## src/rtl/read_port_arbiter.sv

```systemverilog
// Round-robin arbiter sharing one external 32:1 x 32-bit read mux among NREQ requesters.
// The grant is combinational, a requester may hold the port for up to MAXBURST cycles, and read data is registered one cycle later.
module read_port_arbiter #(
  parameter int NREQ     = 4,
  parameter int MAXBURST = 4
) (
  input  logic              Clk,
  input  logic              Reset,
  input  logic [NREQ-1:0]   req,
  input  logic [5*NREQ-1:0] addr,
  output logic [NREQ-1:0]   gnt,
  output logic [4:0]        mux_address,
  input  logic [31:0]       mux_data,
  output logic [31:0]       rdata,
  output logic [NREQ-1:0]   rvalid
);
  localparam int IW = (NREQ > 1) ? $clog2(NREQ) : 1;
  typedef logic [IW-1:0] idx_t;

  idx_t            rr_ptr_q, rr_ptr_d;
  idx_t            owner_q, owner_d;
  logic            owner_valid_q, owner_valid_d;
  logic [3:0]      burst_cnt_q, burst_cnt_d;
  logic [31:0]     rdata_q, rdata_d;
  logic [NREQ-1:0] rvalid_q, rvalid_d;

  logic hold, rr_found, sel_valid;
  idx_t rr_idx, sel_idx;

  always_comb begin
    hold     = owner_valid_q && req[owner_q] && (burst_cnt_q < 4'(MAXBURST));
    rr_found = 1'b0;
    rr_idx   = '0;
    // Search starts just after the last new grant; rr_ptr itself is tried last.
    for (int k = 1; k <= NREQ; k++) begin
      if (!rr_found && req[(int'(rr_ptr_q) + k) % NREQ]) begin
        rr_found = 1'b1;
        rr_idx   = idx_t'((int'(rr_ptr_q) + k) % NREQ);
      end
    end
    sel_valid = hold || rr_found;
    sel_idx   = hold ? owner_q : rr_idx;

    gnt         = '0;
    mux_address = '0;
    if (sel_valid && !Reset) begin
      gnt[sel_idx] = 1'b1;
      mux_address  = addr[5*int'(sel_idx) +: 5];
    end

    rr_ptr_d      = rr_ptr_q;
    owner_d       = owner_q;
    owner_valid_d = owner_valid_q;
    burst_cnt_d   = burst_cnt_q;
    if (sel_valid) begin
      if (hold) begin
        burst_cnt_d = burst_cnt_q + 4'd1;
      end else begin
        // Covers a different owner, no owner, and the owner re-won after hitting the limit.
        owner_d       = sel_idx;
        rr_ptr_d      = sel_idx;
        owner_valid_d = 1'b1;
        burst_cnt_d   = 4'd1;
      end
    end else begin
      owner_valid_d = 1'b0;
      burst_cnt_d   = 4'd0;
    end

    rdata_d  = sel_valid ? mux_data : rdata_q;
    rvalid_d = gnt;
  end

  always_ff @(posedge Clk) begin
    if (Reset) begin
      rr_ptr_q      <= idx_t'(NREQ - 1);
      owner_q       <= '0;
      owner_valid_q <= 1'b0;
      burst_cnt_q   <= 4'd0;
      rdata_q       <= '0;
      rvalid_q      <= '0;
    end else begin
      rr_ptr_q      <= rr_ptr_d;
      owner_q       <= owner_d;
      owner_valid_q <= owner_valid_d;
      burst_cnt_q   <= burst_cnt_d;
      rdata_q       <= rdata_d;
      rvalid_q      <= rvalid_d;
    end
  end

  assign rdata  = rdata_q;
  assign rvalid = rvalid_q;
endmodule

```

## config.mk

```make
export PLATFORM = sky130hd
export DESIGN_NAME = read_port_arbiter
export DESIGN_NICKNAME = d
export VERILOG_FILES = /design/src/rtl/read_port_arbiter.sv
export SDC_FILE = /design/constraint.sdc
export NUM_CORES = 1
export LEC_CHECK = 0
export ABC_CLOCK_PERIOD_IN_PS = 5200
export CAP_MARGIN = 20
export CORE_MARGIN = 2
export CORE_UTILIZATION = 41
export CTS_CLUSTER_DIAMETER = 150
export CTS_CLUSTER_SIZE = 28
export DETAILED_ROUTE_END_ITERATION = 10
export PLACE_DENSITY_LB_ADDON = 0.05
export SLEW_MARGIN = 20
export SYNTH_ARGS = -nofsm -noshare
export SYNTH_HDL_FRONTEND = slang
export SYNTH_SLANG_ARGS = --single-unit
```

## constraint.sdc

```tcl
create_clock -name Clk -period 5.2 [get_ports Clk]
set_clock_uncertainty 0.05 [all_clocks]
set_input_delay 1.3 -clock Clk [delete_from_list [all_inputs] [get_ports Clk]]
set_output_delay 1.3 -clock Clk [all_outputs]
set_load 0.03 [all_outputs]
```

==> results.md, run 1 <==
* Yosys cell types at 34
* Post-synth top area share at around 50%
* CTS tree: built
* Number of DRC markers in iteration 0 at 100
* Pleak at 1.24 nW
* Diodes inserted at 0
* PD cells at 298 nW/um^2
* Core Footprint at 4350 sq um
* Layout area overhead at 62.6%
* RSZ-0062 raised after global routing: false
* Antenna violations before repair at 0
* Number of enable flip-flop cells after synthesis at 0
* Cell Chain, Critical Path: clkdlybuf4s50_1 > mux4_2 > and2_4 > o41ai_4 > buf_4 > mux2i_1 > o22ai_2 > buf_4
* Buffer levels on the longest clock path at 2
* Crit path max-delay cell type: mux4_2
* Seq pwr share at 42.3%
* Worst-path clk slew at roughly 80 ps
* First-pass DRT Iterations at 4
* Reg2reg end: rvalid[3]
* Crit path kind: in2out
* HP Start: rdata[0]
* Starting Density at 42.4%
* H-Tree Level Count at 2
* Total gr overflow at 0
* WHS at 400 ps
* CP dominant cell by count: buf_4
* # Max-Cap Violations at 0
* Slew margin rel. at 59.5%
* Synth Flop Type: dfxtp_1
* WL per Instance at approximately 13 microns
* Setup Buffers After CTS at 0
* Area contributors post-synth: dfxtp_1, nand2_1, a21oi_1, mux2i_1, clkbuf_1
* Routed WL at 4810 microns
* CTS sink cnt at 45
* Syn Area/Cell at 8.52 sq um
* HP Class: reg2reg
* Horiz. Die Dim at around 70 microns
* Tightest Pin Transition at 607 ps
* Tmin final at ~5000 ps
* Pre-CTS setup slack at 165 ps
* Die area at 5060 sq um
* Status: finished clean
* Hold endpoint: rdata[0]
* Mapped cell area at 1850 sq um
* Hold buffers post-CTS at 0
* Vias in the first global route at around 1700
* Synth Register Bits at 45
* Hold depth at 2
* Row count at 24
* Reg2Reg Setup Slack at around 3100 ps
* IO buf count at 102
* Crit start category: input port
* Async SR Flop Fraction at 0%
* Final Max Tran Viols at 0
* Logic gate share of total power at 27.6%
* Power Total at around 0.90 mW
* DP Area at slightly below 3000 sq um
* Crit Path Max Fanout at 16
* Syn Nets at approximately 280
* Final nets at 376
* Reg-to-Reg Start: owner_q[1]
* CP Data Required Time at 3850 ps
* CP top delay family: buffers and inverters
* DRC at 0
* CP Capture Type: output port
* CP peak stage delay at about 560 ps
* Hold Fails Final Rpt at 0
* WP buf/inv at 3
* Net switching power at 0.249 mW
* Cell internal pwr at around 0.65 mW
* Reg2reg path depth at 6
* DP HPWL at 3470 microns
* CP arrival at 3690 ps
* Design area at 3010 sq um
* Layout cells sized above 1 at 11.6%
* Setup WS post-layout at 159 ps
* Layout fillers at 368
* DR vias at 1789
* Clock root cell: clkbuf_8
* Ys Warns at 0
* First-pass GRT wire length at 7680 microns
* Sw frac at 27.8%
* Peak supply drop at between 0.15 and 0.2 mV
* Final Cycle Share at slightly below 100%
* Clock power share at approximately 30%
* GRT Util Overall at 19.3%
* Clk_lat worst skew at 290 ps
* Syn Inst Count at 217
* Chip Height at 71.1 microns
* Largest net degree at the start of global routing at 39
* CTS buffer count at 5
* DRT antenna net count at 0
* Final-report setup violation count at 0
* Vias per cell at 4.84
* Final setup TNS at 0 ps
* Worst path depth at 8
* RePlAce Congestion at 0.885
* Fmax at approximately 200 MHz
* PostCTS Resize Cnt at 0
* I/O pins at 103
* Seq/Total Area, Yosys at between 40 and 50%
* Area leader, netlist: dfxtp_1
[cells in the mapped netlist (2+ instances only)]
| library cell | number |
|---|---|
| nor3_1 | 2 |
| a21boi_0 | 2 |
| clkbuf_1 | 11 |
| o22ai_1 | 4 |
| nand2_1 | 69 |
| nand3b_1 | 2 |
| nor2b_2 | 2 |
| nor2_1 | 7 |
| dfxtp_1 | 45 |
| nor3b_1 | 2 |
| and3_2 | 3 |
| or2b_2 | 4 |
| mux2i_1 | 10 |
| a21oi_1 | 34 |
[metal layers]
metal	track usage, %	vias to the layer above	wire length (microns)
li1	-	925	-
met1	22.7	791	2000
met2	33.4	68	2370
met3	5.41	5	378
met4	6.92	0	61
met5	0	-	0
[cells in the final DEF (no fill, tap or decap), types with 3 or more instances in the layout]
cell type	n
mux2i_1	10
clkdlybuf4s50_1	93
buf_4	14
o22ai_1	4
nand2_1	69
and3_2	3
a21oi_1	34
clkbuf_8	6
dfxtp_1	45
or2b_2	4
nor2_1	7
[power by group through the flow]
stage               logic, mW  clock network, mW  registers [mW]
global route            0.264              0.289           0.383
floorplan               0.107                  0           0.423
finish                  0.247              0.270           0.380
global placement        0.246                  0           0.387
CTS                     0.249              0.278           0.380
detailed placement      0.248                  0           0.388
[through the flow]
stage,cells,utilization [%]
2_1_floorplan,217,-
3_3_place_gp,362,66.4
3_5_place_dp,362,66.4
4_1_cts,370,69.0
5_1_grt,370,69.0
6_report,370,69.0
[worst max path at each step]
stage,start,to,slack (ps)
final,req[3],mux_address[2],160
after global routing,req[3],mux_address[2],20
after CTS,req[3],mux_address[2],160
after detailed placement,req[3],mux_address[2],160
after global placement,req[3],mux_address[2],230
after floorplan,req[3],mux_address[1],700
[cell families after synthesis]
| group | count (synthesis) | synth area share [%] |
|---|---|---|
| buf+inv | 14 | 4.20 |
| simple gates | 97 | 23.9 |
| mux | 11 | 6.64 |
| other cells | 1 | 0.203 |
| fa+ha+maj | 1 | 0.677 |
| xor+xnor | 1 | 0.474 |
| flops | 45 | 48.7 |
| compound gates | 47 | 15.2 |
[registers in the layout (all words and copies together), names as in the netlist]
name           flops
burst_cnt_q        4
owner_q            2
owner_valid_q      1
rdata             32
rr_ptr_q           2
rvalid             4
[worst register-to-register path: stages, from the launching register on]
cell	delay, ps
dfxtp_1	370
mux4_2	560
and2_4	180
o41ai_4	330
buf_4	290
buf_4	160
nor2_1	40
[final cells by class]
| class | count | area [sq um] | area share [%] |
|---|---|---|---|
| multi-input combinational | 158 | 887 | 29.5 |
| sequential | 45 | 901 | 30.0 |
| timing repair buffer | 107 | 1040 | 34.5 |
| clock buffer | 7 | 86.3 | 2.87 |
| clock inverter | 1 | 30.0 | 0.999 |
| tap | 52 | 65.1 | 2.16 |
Power figures use the tool's default switching activity.
==> inputs of run 2 (changes only) <==
--- a/config.mk
+++ b/config.mk
@@ -5,10 +5,11 @@
 export SDC_FILE = /design/constraint.sdc
 export NUM_CORES = 1
 export LEC_CHECK = 0
+export ABC_AREA = 1
 export ABC_CLOCK_PERIOD_IN_PS = 5200
 export CAP_MARGIN = 20
 export CORE_MARGIN = 2
-export CORE_UTILIZATION = 41
+export CORE_UTILIZATION = 44
 export CTS_CLUSTER_DIAMETER = 150
 export CTS_CLUSTER_SIZE = 28
 export DETAILED_ROUTE_END_ITERATION = 10
==> results.md, run 2 <==
* Status: finished clean
* CTS sink cnt at 45 (unchanged)
* Die area at 5480 sq um (+8.2%)
* DR vias at 2155 (+20%)
* CTS buffer count at 5 (unchanged)
* IO buf count at 102 (unchanged)
* Yosys cell types at 27 (-21%)
* PostCTS Resize Cnt at 0 (unchanged)
* Syn Inst Count at 302 (+39%)
* Pleak at 1.53 nW (+24%)
* Net switching power at 0.925 mW (+270%)
* H-Tree Level Count at 2 (unchanged)
* Synth top cells by count: nand2_1, dfxtp_1, inv_1
* I/O pins at 103 (unchanged)
* Most common cell in the netlist: nand2_1
* Number of enable flip-flop cells after synthesis at 0 (unchanged)
* Antenna violations before repair at 0 (unchanged)
* First-pass DRT Iterations at 4 (unchanged)
* Pre-CTS setup slack at 209 ps (+44.0 ps)
* Peak supply drop at 0.260 mV (+40%)
* M1 WL at 2260 microns (+13%)
* Syn Nets at 361 (+31%)
* Most common cell after layout, fill and taps aside: clkdlybuf4s50_1
* Xor and xnor fraction of the mapped netlist area at 0.406% (-0.068 points)
* Final setup TNS at 0 ps (unchanged)
* Number of DRC markers in iteration 0 at 75 (-25%)
* Async SR Flop Fraction at 0% (unchanged)
* Hold buffers post-CTS at 0 (unchanged)
* Max FFs per register at 32 (unchanged)
* Mapped cell area at 2160 sq um (+17%)
* # Max-Cap Violations at 0 (unchanged)
* Ys Warns at 0 (unchanged)
* GRT Util Overall at 19.0% (-0.21 points)
* DRT antenna net count at 0 (unchanged)
* Largest family of logic cells by synthesized area: simple AND/OR/NAND/NOR gates
* Slew margin rel. at 64.9% (+5.4 points)
* Cell internal pwr at 0.978 mW (+51%)
* Core Footprint at 4720 sq um (+8.5%)
* Post-synth top area share at 41.8% (-7.0 points)
* Synth Register Bits at 45 (unchanged)
* Power Total at 1.90 mW (+110%)
* Routed WL at 5270 microns (+9.6%)
* CP Capture Type: output port
* Crit path kind: in2out
* DRC at 0 (unchanged)
* Area leader, netlist: dfxtp_1
* Area contributors post-synth: dfxtp_1, nand2_1, a21oi_1, o21ai_0, inv_1
* Row count at 25 (+4.2%)
* Final nets at 460 (+22%)
* Adder-Cell Fraction of Synth Area at 0.580% (-0.097 points)
* Tmin final at 4930 ps (-112 ps)
* Clock root cell: clkbuf_8
* Clk_lat worst skew at 280 ps (about the same)
* RePlAce Congestion at 0.896 (+1.3%)
* Final Max Tran Viols at 0 (unchanged)
* Hold Fails Final Rpt at 0 (unchanged)
* DP HPWL at 3870 microns (+12%)
* Non-filler cells, final at 469 (+27%)
* Starting Density at 45.6% (+3.2 points)
* First-pass GRT wire length at 8340 microns (+8.5%)
* Top Metal Used: met4
* Synth Flop Type: dfxtp_1
* Vias per cell at 4.59 (-5.0%)
* Sw frac at 48.6% (+21 points)
* CP Data Required Time at 3850 ps (about the same)
* Commonest cells after routing, fill and taps aside: clkdlybuf4s50_1, nand2_1, dfxtp_1
* CTS tree: built
* Seq pwr share at 26.5% (-16 points)
* Met2 routed WL at 2450 microns (+3.3%)
* Clock power share at 10.5% (-20 points)
* Layout cells sized above 1 at 10.7% (-0.94 points)
* Final Cycle Share at 94.8% (-2.2 points)
* Vias in the first global route at 1962 (+17%)
* Crit Path Max Fanout at 13 (-3)
* Final-report setup violation count at 0 (unchanged)
* Placed insts at 461 (+27%)
* DR WL met3 at 519 microns (+37%)
* Crit start category: input port
* Logic gate share of total power at 63.0% (+35 points)
* Tightest Pin Transition at 526 ps (-80.6 ps)
* Setup Buffers After CTS at 0 (unchanged)
* WL per Instance at 11.2 microns (-14%)
* WHS at 392 ps (-7.70 ps)
* Post-synthesis mux area share at 0% (-6.6 points)
* Worst-path clk slew at 80 ps (about the same)
* Seq/Total Area, Yosys at 41.8% (-7.0 points)
* Fmax at 203 MHz (+2.3%)
* Chip Height at 74.0 microns (+4.0%)
* Diodes inserted at 0 (unchanged)
* Setup WS post-layout at 271 ps (+112 ps)
* Complex-gate fraction of the synthesized area at 19.0% (+3.9 points)
* HP Class: reg2reg
* Layout area overhead at 52.2%
* RSZ-0062 raised after global routing: false
* CP arrival at 3580 ps (-110 ps)
* Post-synthesis simple-gate area fraction at 25.8% (+1.9 points)
* Largest net degree at the start of global routing at 66 (+69%)
* Total gr overflow at 0 (unchanged)
* Buffer levels on the longest clock path at 2 (unchanged)
* Syn Area/Cell at 7.14 sq um (-16%)
* Horiz. Die Dim at 74.0 microns (+4.0%)
* PD cells at 580 nW/um^2 (+94%)
==> run 2: cell count changes in the layout (fill, tap and decap cells not counted), moves of 4 or more <==
| cell | previous run | this run |
|---|---|---|
| nand2_1 | 69 | 63 |
| buf_4 | 14 | 10 |
| or2b_2 | 4 | 0 |
| inv_1 | 0 | 42 |
| a21oi_1 | 34 | 40 |
| o21ai_0 | 0 | 34 |
| mux2i_1 | 10 | 0 |
| nand3_1 | 1 | 18 |
| a21oi_2 | 0 | 4 |
| o22ai_1 | 4 | 0 |
| nand2_2 | 0 | 13 |
==> run 2: layout make-up <==
type	instances	area, sq um
sequential	45	901
fill	428	1440
timing repair buffer	107	1050
clock buffer	6	72.6
tap	67	83.8
inverter	45	171
multi-input combinational	197	992
clock inverter	2	10.0
==> run 2: critical path, cell delays in order <==
cell and delay (ps):
clkdlybuf4s50_1 530, nand2_1 80, nand2_2 100, nand2_4 70, nand2_4 70, nor2_1 50, nor2_1 130, nand2_2 90
nand3_4 140, nand2_4 100, nor3_1 190, clkdlybuf4s50_1 710
==> run 2: final timing paths <==
kind             startpoint  cells past startpoint        endpoint  slack (ps)
max                  req[3]                     12          gnt[2]         270
min          burst_cnt_q[0]                      1  burst_cnt_q[0]         390
max reg2reg     rr_ptr_q[0]                      9     rr_ptr_q[1]        2890
min reg2reg  burst_cnt_q[0]                      1  burst_cnt_q[0]         390
==> run 2: power groups by stage <==
stage,Clock (mW),Combinational (mW),Sequential [mW]
6_report,0.200,1.20,0.503
2_1_floorplan,0,0.717,0.653
3_5_place_dp,0,1.21,0.509
5_1_grt,0.226,1.32,0.516
4_1_cts,0.209,1.21,0.503
3_3_place_gp,0,1.20,0.506
==> run 2: per-stage QoR <==
step	util (%)	instance area [sq um]
after floorplan	-	2160
after global placement	67.6	3190
after detailed placement	67.6	3190
after CTS	69.4	3280
after global routing	69.5	3280
final	69.5	3280
==> run 2: cells by family (layout without fill, tap and decap cells) <==
logic type               count (synthesis)  after routing
adder cells (fa/ha/maj)                  1              1
buffers and inverters                   60            160
AO/OA/AOI/OAI                           79             79
AND/OR/NAND/NOR                        115            115
flip-flops                              45             45
XOR/XNOR                                 1              1
other                                    1              1
==> run 2: layer usage <==
metal	global-route usage [%]	vias up
met5	0	-
met4	5.86	0
met3	7.45	4
met2	32.8	65
met1	21.8	927
li1	-	1159
==> inputs of run 3 (changes only) <==
--- a/config.mk
+++ b/config.mk
@@ -8,10 +8,11 @@
 export ABC_AREA = 1
 export ABC_CLOCK_PERIOD_IN_PS = 5200
 export CAP_MARGIN = 20
-export CORE_MARGIN = 2
-export CORE_UTILIZATION = 44
+export CELL_PAD_IN_SITES_DETAIL_PLACEMENT = 2
+export CELL_PAD_IN_SITES_GLOBAL_PLACEMENT = 2
+export CORE_UTILIZATION = 22
 export CTS_CLUSTER_DIAMETER = 150
-export CTS_CLUSTER_SIZE = 28
+export CTS_CLUSTER_SIZE = 25
 export DETAILED_ROUTE_END_ITERATION = 10
 export PLACE_DENSITY_LB_ADDON = 0.05
 export SLEW_MARGIN = 20
==> results.md, run 3 (same netlist as run 2, synthesis figures left out) <==
* Tmin final at 4860 ps (-66.6 ps)
* RePlAce Congestion at 0.750 (-16%)
* Vias in the first global route at 2481 (+26%)
* Total gr overflow at 0 (unchanged)
* Crit Path Max Fanout at 16 (+3)
* Most common cell after layout, fill and taps aside: clkdlybuf4s50_1
* Core Footprint at 9370 sq um (+98%)
* HP Class: reg2reg
* Layout cells sized above 1 at 10.8% (+0.053 points)
* Final Cycle Share at 93.5% (-1.3 points)
* HP Start: burst_cnt_q[0]
* Final-report setup violation count at 0 (unchanged)
* Hold buffers post-CTS at 0 (unchanged)
* Fmax at 206 MHz (+1.4%)
* Layout area overhead at 54.3%
* RSZ-0062 raised after global routing: false
* Vias per cell at 4.37 (-4.9%)
* Routed WL at 7120 microns (+35%)
* CP Data Required Time at 3850 ps (about the same)
* DP Area at 3250 sq um (+1.6%)
* Slew margin rel. at 61.4% (-3.5 points)
* First-pass GRT wire length at 11600 microns (+39%)
* CTS buffer count at 5 (unchanged)
* Die area at 10200 sq um (+86%)
* Row count at 35 (+40%)
* Crit start category: input port
* CTS sink cnt at 45 (unchanged)
* CP Capture Type: output port
* Layout fillers at 1147 (+170%)
* DP HPWL at 5320 microns (+37%)
* Tightest Pin Transition at 579 ps (+53.2 ps)
* Setup Buffers After CTS at 0 (unchanged)
* CP startpoint: req[2]
* Antenna violations before repair at 0 (unchanged)
* Area occupied by multi-input gates at 992 sq um (unchanged)
* Max FFs per register at 32 (unchanged)
* WL per Instance at 13.5 microns (+20%)
* Starting Density at 23.0% (-23 points)
* Final Max Tran Viols at 0 (unchanged)
* Buffer levels on the longest clock path at 2 (unchanged)
* IO buf count at 102 (unchanged)
* Seq. cell area at 901 sq um (unchanged)
* I/O pins at 103 (unchanged)
* First-pass DRT Iterations at 4 (unchanged)
* Crit path kind: in2out
* DRC at 0 (unchanged)
* Clk_lat worst skew at 290 ps (about the same)
* Diodes inserted at 0 (unchanged)
* PD cells at 579 nW/um^2 (about the same)
* Chip Height at 101 microns (+36%)
* Hold Fails Final Rpt at 0 (unchanged)
* Worst-path clk slew at 80 ps (about the same)
* PostCTS Resize Cnt at 0 (unchanged)
* Largest net degree at the start of global routing at 66 (unchanged)
* Peak supply drop at 0.160 mV (-38%)
* Setup WS post-layout at 337 ps (+66.6 ps)
* Pre-CTS setup slack at 310 ps (+101 ps)
* Pleak at 1.49 nW (-2.7%)
* Number of DRC markers in iteration 0 at 30 (-60%)
* Final setup TNS at 0 ps (unchanged)
* Reg-to-Reg Start: rr_ptr_q[0]
* DR vias at 2312 (+7.3%)
* # Max-Cap Violations at 0 (unchanged)
* CP arrival at 3510 ps (-70 ps)
* Commonest cells after routing, fill and taps aside: clkdlybuf4s50_1, nand2_1, dfxtp_1
* GRT Util Overall at 14.3% (-4.8 points)
* Design area at 3330 sq um (+1.4%)
* DRT antenna net count at 0 (unchanged)
* H-Tree Level Count at 2 (unchanged)
* Final nets at 458 (-0.43%)
* Horiz. Die Dim at 101 microns (+36%)
* Status: finished clean
* CTS tree: built
* Clock root cell: clkbuf_8
run 3: changes by cell type in the layout (fill, tap and decap cells not counted):
cell             delta
clkinv_2            -2
dlymetal6s2s_1      -2
clkbuf_1            +2
buf_4               +2
clkdlybuf4s50_1     -2
run 3: stage by stage:
stage | utilization, % | power (mW) | hold slack (ps) | std cells
after CTS | 35.5 | 1.97 | 406 | 529
after floorplan | - | 1.37 | 364 | 302
after global routing | 35.5 | 2.09 | 414 | 529
final | 35.5 | 1.93 | 398 | 529
after detailed placement | 34.6 | 1.75 | 394 | 521
after global placement | 34.6 | 1.73 | 392 | 521
run 3: layout make-up:
cell class | count | share of cell area, %
tap | 129 | 4.85
multi-input combinational | 197 | 29.8
timing repair buffer | 105 | 30.7
clock buffer | 8 | 2.41
sequential | 45 | 27.1
inverter | 45 | 5.15
run 3: power breakdown:
group,internal (mW),switching (mW)
Combinational,0.422,0.790
Clock,0.0957,0.114
Sequential,0.444,0.0634
run 3: routing by layer:
metal  up-vias  track usage [%]  part of all wire, %
met4         0             3.79                  1.3
met5         -                0                    0
met2        58             26.1                   49
met3         9             3.54                  5.8
li1       1152                -                    -
met1      1093             16.4                   44
run 3: worst max-delay path: stages:
cell             delay [ps]
clkdlybuf4s50_1         510
inv_1                    70
o21ai_0                 200
nand3_1                 320
inv_1                   210
nand2_1                 130
nand2_4                 210
nand2_1                  80
nand2_1                  60
nand2_1                  50
a21oi_1                 190
buf_4                   190
run 3: path summary, 6_finish.rpt:
path	end	slack, ps	cells after the start
worst min register to register	burst_cnt_q[0]	400	1
worst max-delay path	mux_address[4]	340	12
worst min-delay path	burst_cnt_q[0]	400	1
worst max register to register	rr_ptr_q[1]	2790	9
